`src/rtl/pressure_sequencer.sv`:
```
// Pressure change sequencer: ramps a modelled chamber level, then pulses the toggle
// key for limit_pressure and waits for limit to flip as acknowledgement.
module pressure_sequencer #(
  parameter int RAMP_CYCLES = 8,
  parameter int CNT_W       = 4,
  parameter int ACK_TIMEOUT = 4
) (
  input  logic             clk,
  input  logic             reset,
  input  logic             change_req,
  input  logic             abort,
  input  logic             limit,
  output logic             key,
  output logic             busy,
  output logic             dir,
  output logic [CNT_W-1:0] level,
  output logic             err
);

  localparam int ACK_W = (ACK_TIMEOUT > 2) ? $clog2(ACK_TIMEOUT) : 1;
  localparam logic [CNT_W-1:0] LVL_MAX  = CNT_W'(RAMP_CYCLES);
  localparam logic [CNT_W-1:0] LVL_ZERO = '0;
  localparam logic [CNT_W-1:0] LVL_ONE  = CNT_W'(1);
  localparam logic [ACK_W-1:0] ACK_LAST = ACK_W'(ACK_TIMEOUT - 1);
  localparam logic [ACK_W-1:0] ACK_ONE  = ACK_W'(1);

  typedef enum logic [2:0] {
    S_IDLE,
    S_RAMP,
    S_PULSE,
    S_WAIT_ACK,
    S_RETURN
  } state_t;

  state_t           state, state_next;
  logic [CNT_W-1:0] level_next;
  logic             dir_next, err_next;
  logic             start_limit, start_next;
  logic [ACK_W-1:0] ack_cnt, ack_next;
  logic [CNT_W-1:0] start_level, ramp_end;

  assign start_level = start_limit ? LVL_MAX : LVL_ZERO;
  assign ramp_end    = dir ? LVL_MAX : LVL_ZERO;

  always_ff @(posedge clk or posedge reset) begin
    if (reset) begin
      state       <= S_IDLE;
      level       <= '0;
      dir         <= 1'b0;
      err         <= 1'b0;
      start_limit <= 1'b0;
      ack_cnt     <= '0;
    end else begin
      state       <= state_next;
      level       <= level_next;
      dir         <= dir_next;
      err         <= err_next;
      start_limit <= start_next;
      ack_cnt     <= ack_next;
    end
  end

  // Abort wins over stepping in RAMP; RETURN compares against the start level
  // before stepping so an abort on the first ramp edge exits after one edge.
  always_comb begin
    state_next = state;
    level_next = level;
    dir_next   = dir;
    err_next   = err;
    start_next = start_limit;
    ack_next   = ack_cnt;
    case (state)
      S_IDLE: begin
        if (change_req && !abort) begin
          start_next = limit;
          dir_next   = ~limit;
          level_next = limit ? LVL_MAX : LVL_ZERO;
          err_next   = 1'b0;
          state_next = S_RAMP;
        end
      end
      S_RAMP: begin
        if (abort) begin
          state_next = S_RETURN;
        end else begin
          level_next = dir ? level + LVL_ONE : level - LVL_ONE;
          if (level_next == ramp_end) state_next = S_PULSE;
        end
      end
      S_PULSE: begin
        ack_next   = '0;
        state_next = S_WAIT_ACK;
      end
      S_WAIT_ACK: begin
        if (limit != start_limit) begin
          state_next = S_IDLE;
        end else if (ack_cnt == ACK_LAST) begin
          err_next   = 1'b1;
          state_next = S_IDLE;
        end else begin
          ack_next = ack_cnt + ACK_ONE;
        end
      end
      S_RETURN: begin
        if (level == start_level) begin
          state_next = S_IDLE;
        end else begin
          level_next = dir ? level - LVL_ONE : level + LVL_ONE;
        end
      end
      default: state_next = S_IDLE;
    endcase
  end

  assign key  = (state == S_PULSE);
  assign busy = (state != S_IDLE);

endmodule

```
`config.mk`:
```
export PLATFORM = sky130hd
export DESIGN_NAME = pressure_sequencer
export DESIGN_NICKNAME = d
export VERILOG_FILES = /design/src/rtl/pressure_sequencer.sv
export SDC_FILE = /design/constraint.sdc
export NUM_CORES = 1
export LEC_CHECK = 0
export CAP_MARGIN = 20
export CORE_MARGIN = 10
export CORE_UTILIZATION = 51
export CTS_CLUSTER_DIAMETER = 100
export DETAILED_ROUTE_END_ITERATION = 10
export GPL_ROUTABILITY_DRIVEN = 0
export PLACE_DENSITY = 0.77
export SKIP_LAST_GASP = 1
export SLEW_MARGIN = 40
export SYNTH_ARGS = -nofsm -noshare
export SYNTH_HDL_FRONTEND = slang
export SYNTH_SLANG_ARGS = --single-unit
```
`constraint.sdc`:
```
create_clock -name clk -period 2.5 [get_ports clk]
set_input_delay 0.5 -clock clk [delete_from_list [all_inputs] [get_ports clk]]
set_output_delay 0.5 -clock clk [all_outputs]
set_load 0.02 [all_outputs]
```
==> results summary <==
The run finished with clean final reports. The standard cell area after detailed placement is 958.4 sq um. The placed instance count came out at 124. The netlist area before placement is roughly 830 sq um. In the post-synthesis netlist, the biggest area contributors are dfrtp_1 (36%), nand2_1 (6.8%), o21ai_0 (5.4%). The clock-pin slew on the worst setup and hold paths is 0.08 ns.

STA classifies the critical path startpoint as a flop. The standard cell core area is 1524 sq um. The synthesized flop and latch total came out at 12.

The number of warnings issued by yosys is 0. For this block, the initial DRC count from the detailed router was 21. The maximum fanout along the worst path is 8. Excluding fillers, the count of instances in the completed layout stands at between 100 and 150. The area added between synthesis and finish is 20.27%.

The routed via count divided by cell count is between 5 and 6. The share of synthesized area occupied by flip-flops and latches is 36.31%. The clock buffer count from CTS came out at 3. The count of port buffers added during placement is 12. The hold violation count in the final report came out at 0. The min-delay analysis places its worst path in the category reg2reg. The initial cell density of the core is around 54%. The max capacitance violation total came out at 0.

The count of standard-cell rows came out at 14. Summing internal, switching and leakage power gives around 1.2 mW. The first global-routing pass estimated slightly below 3000 um of wire. The initial antenna violation count came to 0. The fraction of layout cells with a size suffix above 1 is under 10%. The register-to-register setup slack came out at 0.46 ns. After synthesis, the largest area contributor takes up 36.31% of total cell area. After layout, the worst setup slack is around 0.3 ns. The longest clock path from root to sink contains 2 buffers. The final design area excluding fillers is between 900 and 1000 sq um. After legalization and detailed placement, the total HPWL measured approximately 1400 um. The vertical die dimension came out at between 60 and 70 um.

The total wire length is around 1800 um. The tree is rooted in a clkbuf_4. At the pin with the least slew margin, the transition time is about 0.48 ns.

The number of clock sinks seen by CTS is 12. The top achievable clock speed came out at approximately 0.46 GHz. The later-pin clock latency in the skew report came out at about 0.27 ns.

Before antenna repair, the detailed router went through 4 iterations. The total number of vias came out at 719. VDD sags by at most approximately 0.86 mV. The share of the clock period used by the worst path came out at a little under 90%.

The average wire per cell in the routed design is between 10 and 15 um. Counting every net in the synthesized netlist gives around 110. TritonCTS built the clock tree.

Global routing used 10.36% of the available tracks across all layers. The shortest clock period the worst path allows after layout is 2.195 ns. Setup repair after global routing left no endpoint under its margin. Data arrives at the worst endpoint at between 1.5 and 2 ns.

CTS built an H-tree with a depth of 1. Once detail routing completed, the nets flagged for antenna violations numbered 0. The number of global-route vias before repair came out at 646. The total negative slack for setup checks is 0 ns. 13 I/O pins were placed. Entering global routing, the biggest net connects 15 pins.

The remaining max-slew budget at the tightest pin came out at just under 70%. Setup violations remaining at the end of the flow were counted as 0. The required time at the worst-slack endpoint came out at ~2 ns. The total power density per cell area came out at ~1200 nW/um^2.

For this run, design rule violations remaining after detail routing come to 0. The biggest area contributor in the post-synthesis netlist is dfrtp_1. 0 antenna diodes ended up in the layout.

The hold buffer count at CTS came out at 0. Synthesis instantiated 32 different standard cells from the library. The die width came out at roughly 60 um. The type of the worst setup path is reg2out. The aggregate global routing overflow is 0.

The count of instances resized after the clock tree is built is 0. For this run, the post-layout net count is ~120. The leakage power total came out at 0.4369 nW.

The average instance area after synthesis came out at ~8.4 sq um. The endpoint class of the critical path is an output pin. The post-route clock skew came out at between 0.001 and 0.0015 ns.

The die footprint is 3632 sq um. The number of fill cells in the layout is between 100 and 150. The post-CTS repair timing setup buffer count came out at 0. The max-slew violation total from the final report is 0. The worst-case setup slack after placement is ~0.45 ns. The cell count after synthesis is 98. The final core area utilization came out at 65.27%. The worst-case hold slack came out at ~0.5 ns.
## cell usage in the layout (no fill, tap or decap)
cell type / n
a211oi_1: 2
a21oi_1: 3
a221o_1: 1
a221oi_1: 1
a22o_1: 1
a311o_1: 1
a31oi_1: 1
buf_4: 2
clkbuf_4: 3
clkbuf_8: 1
clkdlybuf4s50_1: 12
dfrtp_1: 12
ha_1: 3
inv_1: 7
mux2_2: 2
nand2_1: 15
nand2b_1: 1
nand3_1: 4
nand3b_1: 1
nand4_1: 1
nor2_1: 10
nor2b_1: 2
nor3_1: 2
nor3b_2: 2
o21ai_0: 9
o22ai_1: 1
o31a_1: 1
o32ai_2: 1
or3_1: 1
or4_1: 1
or4b_1: 1
xnor2_1: 3
xor2_1: 4
## cells by family after synthesis
| group | share of synthesized area, % |
|---|---|
| compound gates | 18.16 |
| xor+xnor | 7.413 |
| fa+ha+maj | 4.539 |
| buf+inv | 6.052 |
| flops | 36.31 |
| mux | 2.723 |
| simple gates | 24.81 |
## worst max-delay path, cell delays in order (launching register included)
cell	delay, ns
dfrtp_1	0.47
nor2_1	0.17
nand2_1	0.09
inv_1	0.09
clkdlybuf4s50_1	0.60
## layer usage
metal	global-route usage (%)	share of wire (%)	vias to the layer above
li1	-	-	376
met1	13.77	51	328
met2	14.41	43	10
met3	2.754	3.8	5
met4	6.090	1.9	0
met5	0	0	-
## final cells by class
cell class              count  area [sq um]  share of cell area, %
clock buffers               4         36.28                  3.648
inverters                   7         26.28                  2.642
multi-input cells          75         476.7                  47.92
flip-flops and latches     12         300.3                  30.19
well taps                  16         20.02                  2.013
repair buffers             14         135.1                  13.58
## registers in the layout, indices dropped and copies added (netlist names)
| signal | flops |
|---|---|
| ack_cnt | 2 |
| dir | 1 |
| err | 1 |
| level | 4 |
| start_limit | 1 |
| state | 3 |
## path summary, 6_finish.rpt
| check | from | endpoint | cells past startpoint |
|---|---|---|---|
| min reg2reg | err | err | 2 |
| min | err | err | 2 |
| max reg2reg | level[0] | state[0] | 7 |
| min in group asynchronous | reset | start_limit | 2 |
| max in group asynchronous | reset | ack_cnt[0] | 2 |
| max | state[2] | key | 4 |
## synth_stat cells (all sizes together)
cell    count
o31a        1
nand3b      1
mux2        2
a31oi       1
nand2b      1
o22ai       1
or4         1
dfrtp      12
nand4       1
xnor2       3
a211oi      2
a221o       1
o32ai       1
nand2      15
nor2b       2
or4b        1
or3         1
buf         2
nor2       10
ha          3
a311o       1
inv         7
nor3        2
nand3       4
clkbuf      2
a221oi      1
o21ai       9
a21oi       3
xor2        4
a22o        1
nor3b       2
## power by group
| group | internal (mW) | leakage, nW | switching (mW) |
|---|---|---|---|
| combinational | 0.335 | 0.263 | 0.385 |
| sequential | 0.264 | 0.153 | 0.0959 |
| clock | 0.0886 | 0.0210 | 0.0674 |
Power figures use the tool's default switching activity.
==> edit 1 (config.mk and constraints unchanged) <==
Set the parameter `CNT_W` to 5 (it was 4).
--- a/src/rtl/pressure_sequencer.sv
+++ b/src/rtl/pressure_sequencer.sv
@@ -2,7 +2,7 @@
 // key for limit_pressure and waits for limit to flip as acknowledgement.
 module pressure_sequencer #(
   parameter int RAMP_CYCLES = 8,
-  parameter int CNT_W       = 4,
+  parameter int CNT_W       = 5,
   parameter int ACK_TIMEOUT = 4
 ) (
   input  logic             clk,
Ports: changed (resized level); port bits go from 13 to 14. No check against the original RTL was run, so the function may have changed too.
==> edit 1 against the unedited design <==
  * Worst setup slack worse by 0.035 ns
  * Cell area up 14%
  * Utilization down 1.6 points
  * Worst hold slack worse by 0.031 ns
  * Non-clock buffer count down 1
  * Sequential cell count up 1
  * Wire length up 25%
  * Total power up 26%
  * Sequential share of layout area down 1.5 points
  * Maximum frequency down 1.6%
  * First-iteration DRC count up 38%
  * Area after synthesis up 19%
==> edit 1: results (changes against the unedited design) <==
Run status
  – Status: completed

Routing
  – Overall routed net length: 2.20 mm (+25%)
  – Detailed router's first-iteration violation count: 29 (+38%)
  – Via count: 829 (+15%)
  – 1st-pass router iterations: 4 (unchanged)

Place
  – Place WS: 0.412 ns (-0.0424 ns)
  – DP HPWL: 1.64 mm (+20%)
  – Port bufs: 13 (+1)
  – Placed Area: 1110 µm² (+16%)

Synth
  – FFs w/ async S/R, synth: 100% (unchanged)
  – Area share of fa/ha/maj cells after synthesis: 5.07% (+0.53 points)
  – Compound-gate portion of the synthesized area: 23.7% (+5.5 points)
  – Synth area leaders: dfrtp_1 (33%), ha_1 (5.1%), mux2i_1 (4.1%)
  – Synth unique cells: 44 (+38%)
  – Syn nets: 118 (+11%)
  – Post-synthesis mux area share: 7.48% (+4.8 points)
  – Largest family of logic cells by synthesized area: compound AO/OA/AOI/OAI gates
  – Yosys warnings: 0 (unchanged)
  – Fraction of synthesized cell area in xor and xnor cells: 4.44% (-3.0 points)
  – Most frequent cells after synthesis: dfrtp_1 (13), nor2_1 (9), nand2b_1 (6)
  – Post-synthesis sequential area ratio: 33.0% (-3.4 points)

Cells and area
  – Layout cell share with drive strength beyond 1: 8.40% (-1.4 points)
  – # diodes: 0 (unchanged)
  – Largest regs: level (5), state (3), ack_cnt (2)
  – # nets final: 129 (+6.6%)

Setup path
  – Family with the most delay on the worst path: buffers and inverters
  – CP arrival: 1.73 ns (+0.03 ns)
  – Critical Path Slowest Stage Cell: clkdlybuf4s50_1
  – Highest cell delay on the worst timing path: 0.55 ns (-0.05 ns)
  – Crit path max fanout: 13 (+5)
  – Startpoint types: flip-flop

Clocking
  – H-tree depth: 1 (unchanged)
  – Post-CTS setup buffers: 0 (unchanged)
  – Root Buffer: clkbuf_4
  – Worst skew pair latency: around 0.28 ns
  – Clk slew on worst S/H paths: 0.09 ns
  – Max clock buf depth: 2 (unchanged)
  – Post_cts resized: 0 (unchanged)
  – CTS buffer count: 3 (unchanged)

Power and ir drop
  – Pleak: 0.476 nW (+8.9%)
  – Sw power: 0.740 mW (+35%)
  – Max rail drop VDD: 0.737 mV (-14%)

GRT
  – Pin count of the biggest net entering global routing: 14 (-1)
  – Initial antenna violation count: 0 (unchanged)
  – Gr usage total: 11.0% (+0.69 points)
  – Global-route wire length before repair: 3.74 mm (+29%)

STA
  – # setup viols final: 0 (unchanged)
  – Transition time of the tightest slew-check pin: 0.547 ns (+0.0626 ns)
  – Setup Skew: 0.00393 ns (+0.00271 ns)

Min path
  – Worst Hold Class: reg2reg
-- edit 1: worst paths after layout --
check	startpoint	to	slack, ns	cells after the start
hold / removal	err	err	0.48	2
setup / recovery	state[1]	busy	0.27	2
setup reg to reg	level[0]	state[1]	0.45	7
min in group asynchronous	reset	level[1]	0.55	2
hold reg to reg	err	err	0.48	2
max in group asynchronous	reset	state[2]	1.58	2
-- edit 1: kinds of logic after synthesis --
family                     count (synthesis)
adders and majority gates                  4
and+or+nand+nor                           37
AOI/OAI and AO/OA                         30
muxes                                      7
DFF                                       13
buffers and inverters                     13
xor gates and xnor gates                   5
-- edit 1: layout make-up --
cell class	count	area (µm²)
Tap cell	25	31.3
Inverter	6	22.5
Clock buffer	4	26.3
Timing Repair Buffer	13	130
Sequential cell	13	325
Multi-Input combinational cell	83	599
Fill cell	161	648
-- edit 1: through the flow --
stage	hold WS, ns	instances	total power, mW	util (%)
2_1_floorplan	0.377	109	1.18	-
3_3_place_gp	0.470	140	1.40	62.2
3_5_place_dp	0.473	140	1.43	62.2
4_1_cts	0.494	144	1.57	63.6
5_1_grt	0.518	144	1.70	63.6
6_report	0.484	144	1.56	63.6
-- edit 1: worst reg2reg max path, stage by stage, from the launching register on --
cell and delay (ns):
dfrtp_1 0.44, inv_1 0.16, ha_1 0.21, nand2b_1 0.09, o32ai_1 0.30, xor2_1 0.14
o31ai_1 0.39, o221a_2 0.26
-- edit 1: power by group through the flow --
stage,clock [mW],combinational [mW],sequential (mW)
global route,0.147,1.05,0.506
detailed placement,0,0.942,0.486
finish,0.139,0.940,0.482
floorplan,0,0.738,0.438
global placement,0,0.924,0.480
CTS,0.140,0.948,0.482
-- edit 1: per-layer routing --
layer	wire, µm	global-route usage (%)	vias to the layer above
met2	1070	18.3	22
li1	-	-	410
met1	975	12.4	395
met5	0	0	-
met4	19	5.74	0
met3	126	3.48	2
==> edit 2 (config.mk and constraints unchanged) <==
Made on the original files. Register the outputs `key` and `busy`; this adds one clock of latency there. The other outputs are not delayed to match.
--- a/src/rtl/pressure_sequencer.sv
+++ b/src/rtl/pressure_sequencer.sv
@@ -112,8 +112,10 @@
     endcase
   end
 
-  assign key  = (state == S_PULSE);
-  assign busy = (state != S_IDLE);
+  always_ff @(posedge clk) begin
+    key  <= (state == S_PULSE);
+    busy <= (state != S_IDLE);
+  end
 
 endmodule
 
Behaviour: not the same (a bounded check fails within 4 cycles, from zero or initial values and one cycle with reset high).
==> edit 2 against the unedited design <==
  * Wire length up 11%
  * Total power up 5.8%
  * Combinational power down 7.6%
  * Area after synthesis up 9.1%
  * Die area up 6.0%
  * Non-clock buffer count down 2
  * Sequential power up 33%
  * Clock skew up 0.010 ns
  * First-iteration DRC count up 14%
  * Cell area up 5.7%
  * Sequential cell count up 2
  * Worst setup slack better by 0.17 ns
  * Critical path type unchanged
==> edit 2: results (changes against the unedited design) <==
Run status
  – Status: completed

Routing
  – Detailed router's first-iteration violation count: 24 (+14%)
  – Vias/cell: 5.62 (about the same)
  – Overall routed net length: 1.95 mm (+11%)

Cells and area
  – # nets final: 119 (-1.7%)
  – Fill count: 147 (+18%)
  – Layout cell share with drive strength beyond 1: 9.09% (-0.73 points)

Setup path
  – Reg2Reg Setup Slack: 0.49 ns (+0.03 ns)
  – Highest cell delay on the worst timing path: 0.68 ns (+0.08 ns)
  – Critical path origin: dir
  – Crit path max fanout: 10 (+2)
  – Family with the most delay on the worst path: buffers and inverters

Place
  – DP HPWL: 1.38 mm (+1.8%)
  – Place WS: 0.375 ns (-0.0798 ns)

Synth
  – FFs w/ async S/R, synth: 85.7% (-14 points)
  – Synth area leaders: dfrtp_1 (33%), dfxtp_1 (4.4%), ha_1 (4.2%)
  – Most frequent cells after synthesis: dfrtp_1 (12), nand2_1 (10), inv_1 (7), nor2_1 (7), o21ai_0 (5)
  – Syn nets: 107 (+0.94%)
  – Synth unique cells: 40 (+25%)
  – Post-synthesis sequential area ratio: 37.7% (+1.4 points)

Power and ir drop
  – Pleak: 0.460 nW (+5.3%)
  – Max rail drop VDD: 0.662 mV (-23%)

STA
  – Post-route setup slack: 0.473 ns (+0.168 ns)
  – Worst Hold Margin: 0.516 ns (+0.00163 ns)
  – Transition time of the tightest slew-check pin: 0.475 ns (-0.00863 ns)
  – Setup Skew: 0.0115 ns (+0.0103 ns)

GRT
  – Pin count of the biggest net entering global routing: 14 (-1)
  – Via count of the first global-routing pass: 712 (+10%)
  – Global-route wire length before repair: 3.19 mm (+10%)
  – Gr usage total: 11.0% (+0.68 points)

Clocking
  – Clk slew on worst S/H paths: 0.10 ns (+0.02 ns)

Min path
  – Worst Hold Class: in2async
-- edit 2: final timing paths --
check,endpoint,cells past startpoint
hold reg to reg,err,1
setup reg to reg,state[0],6
max in group asynchronous,ack_cnt[1],2
hold / removal,dir,2
setup / recovery,dir,1
min in group clk,err,1
-- edit 2: layout make-up --
type,instances,share of cell area [%]
Timing Repair Buffer,12,11.4
Multi-Input combinational cell,73,47.3
Clock buffer,4,3.45
Sequential cell,14,32.4
Tap cell,25,2.98
Inverter,7,2.50
-- edit 2: through the flow --
step           cells  area (µm²)
5_1_grt          135        1050
3_3_place_gp     131        1010
2_1_floorplan     99         902
6_report         135        1050
3_5_place_dp     131        1010
4_1_cts          135        1050
-- edit 2: worst reg2reg max path: cells and delay by family, from the launching register on --
family / cells / cell delay [ns]
compound gates: 2 / 0.30
buf+inv: 1 / 0.11
simple gates: 2 / 0.62
fa+ha+maj: 1 / 0.35
flops: 1 / 0.52
-- edit 2: report_power, final --
part | switching [mW] | total [mW] | internal, mW
Clock | 0.0772 | 0.166 | 0.0884
Sequential | 0.168 | 0.478 | 0.310
Combinational | 0.340 | 0.665 | 0.325
-- edit 2: metal layers --
layer  GRT usage, %  wire (µm)
met1           13.6        890
met2           18.0        913
met3           3.05        128
met4           3.82         13
met5              0          0
-- edit 2: cells by family after synthesis --
group           after synthesis  synth area share, %
buf+inv                      12                 7.21
flops                        14                 37.7
fa+ha+maj                     3                 4.16
compound gates               25                 20.9
simple gates                 37                 21.6
mux                           3                 3.47
xor+xnor                      5                 4.85
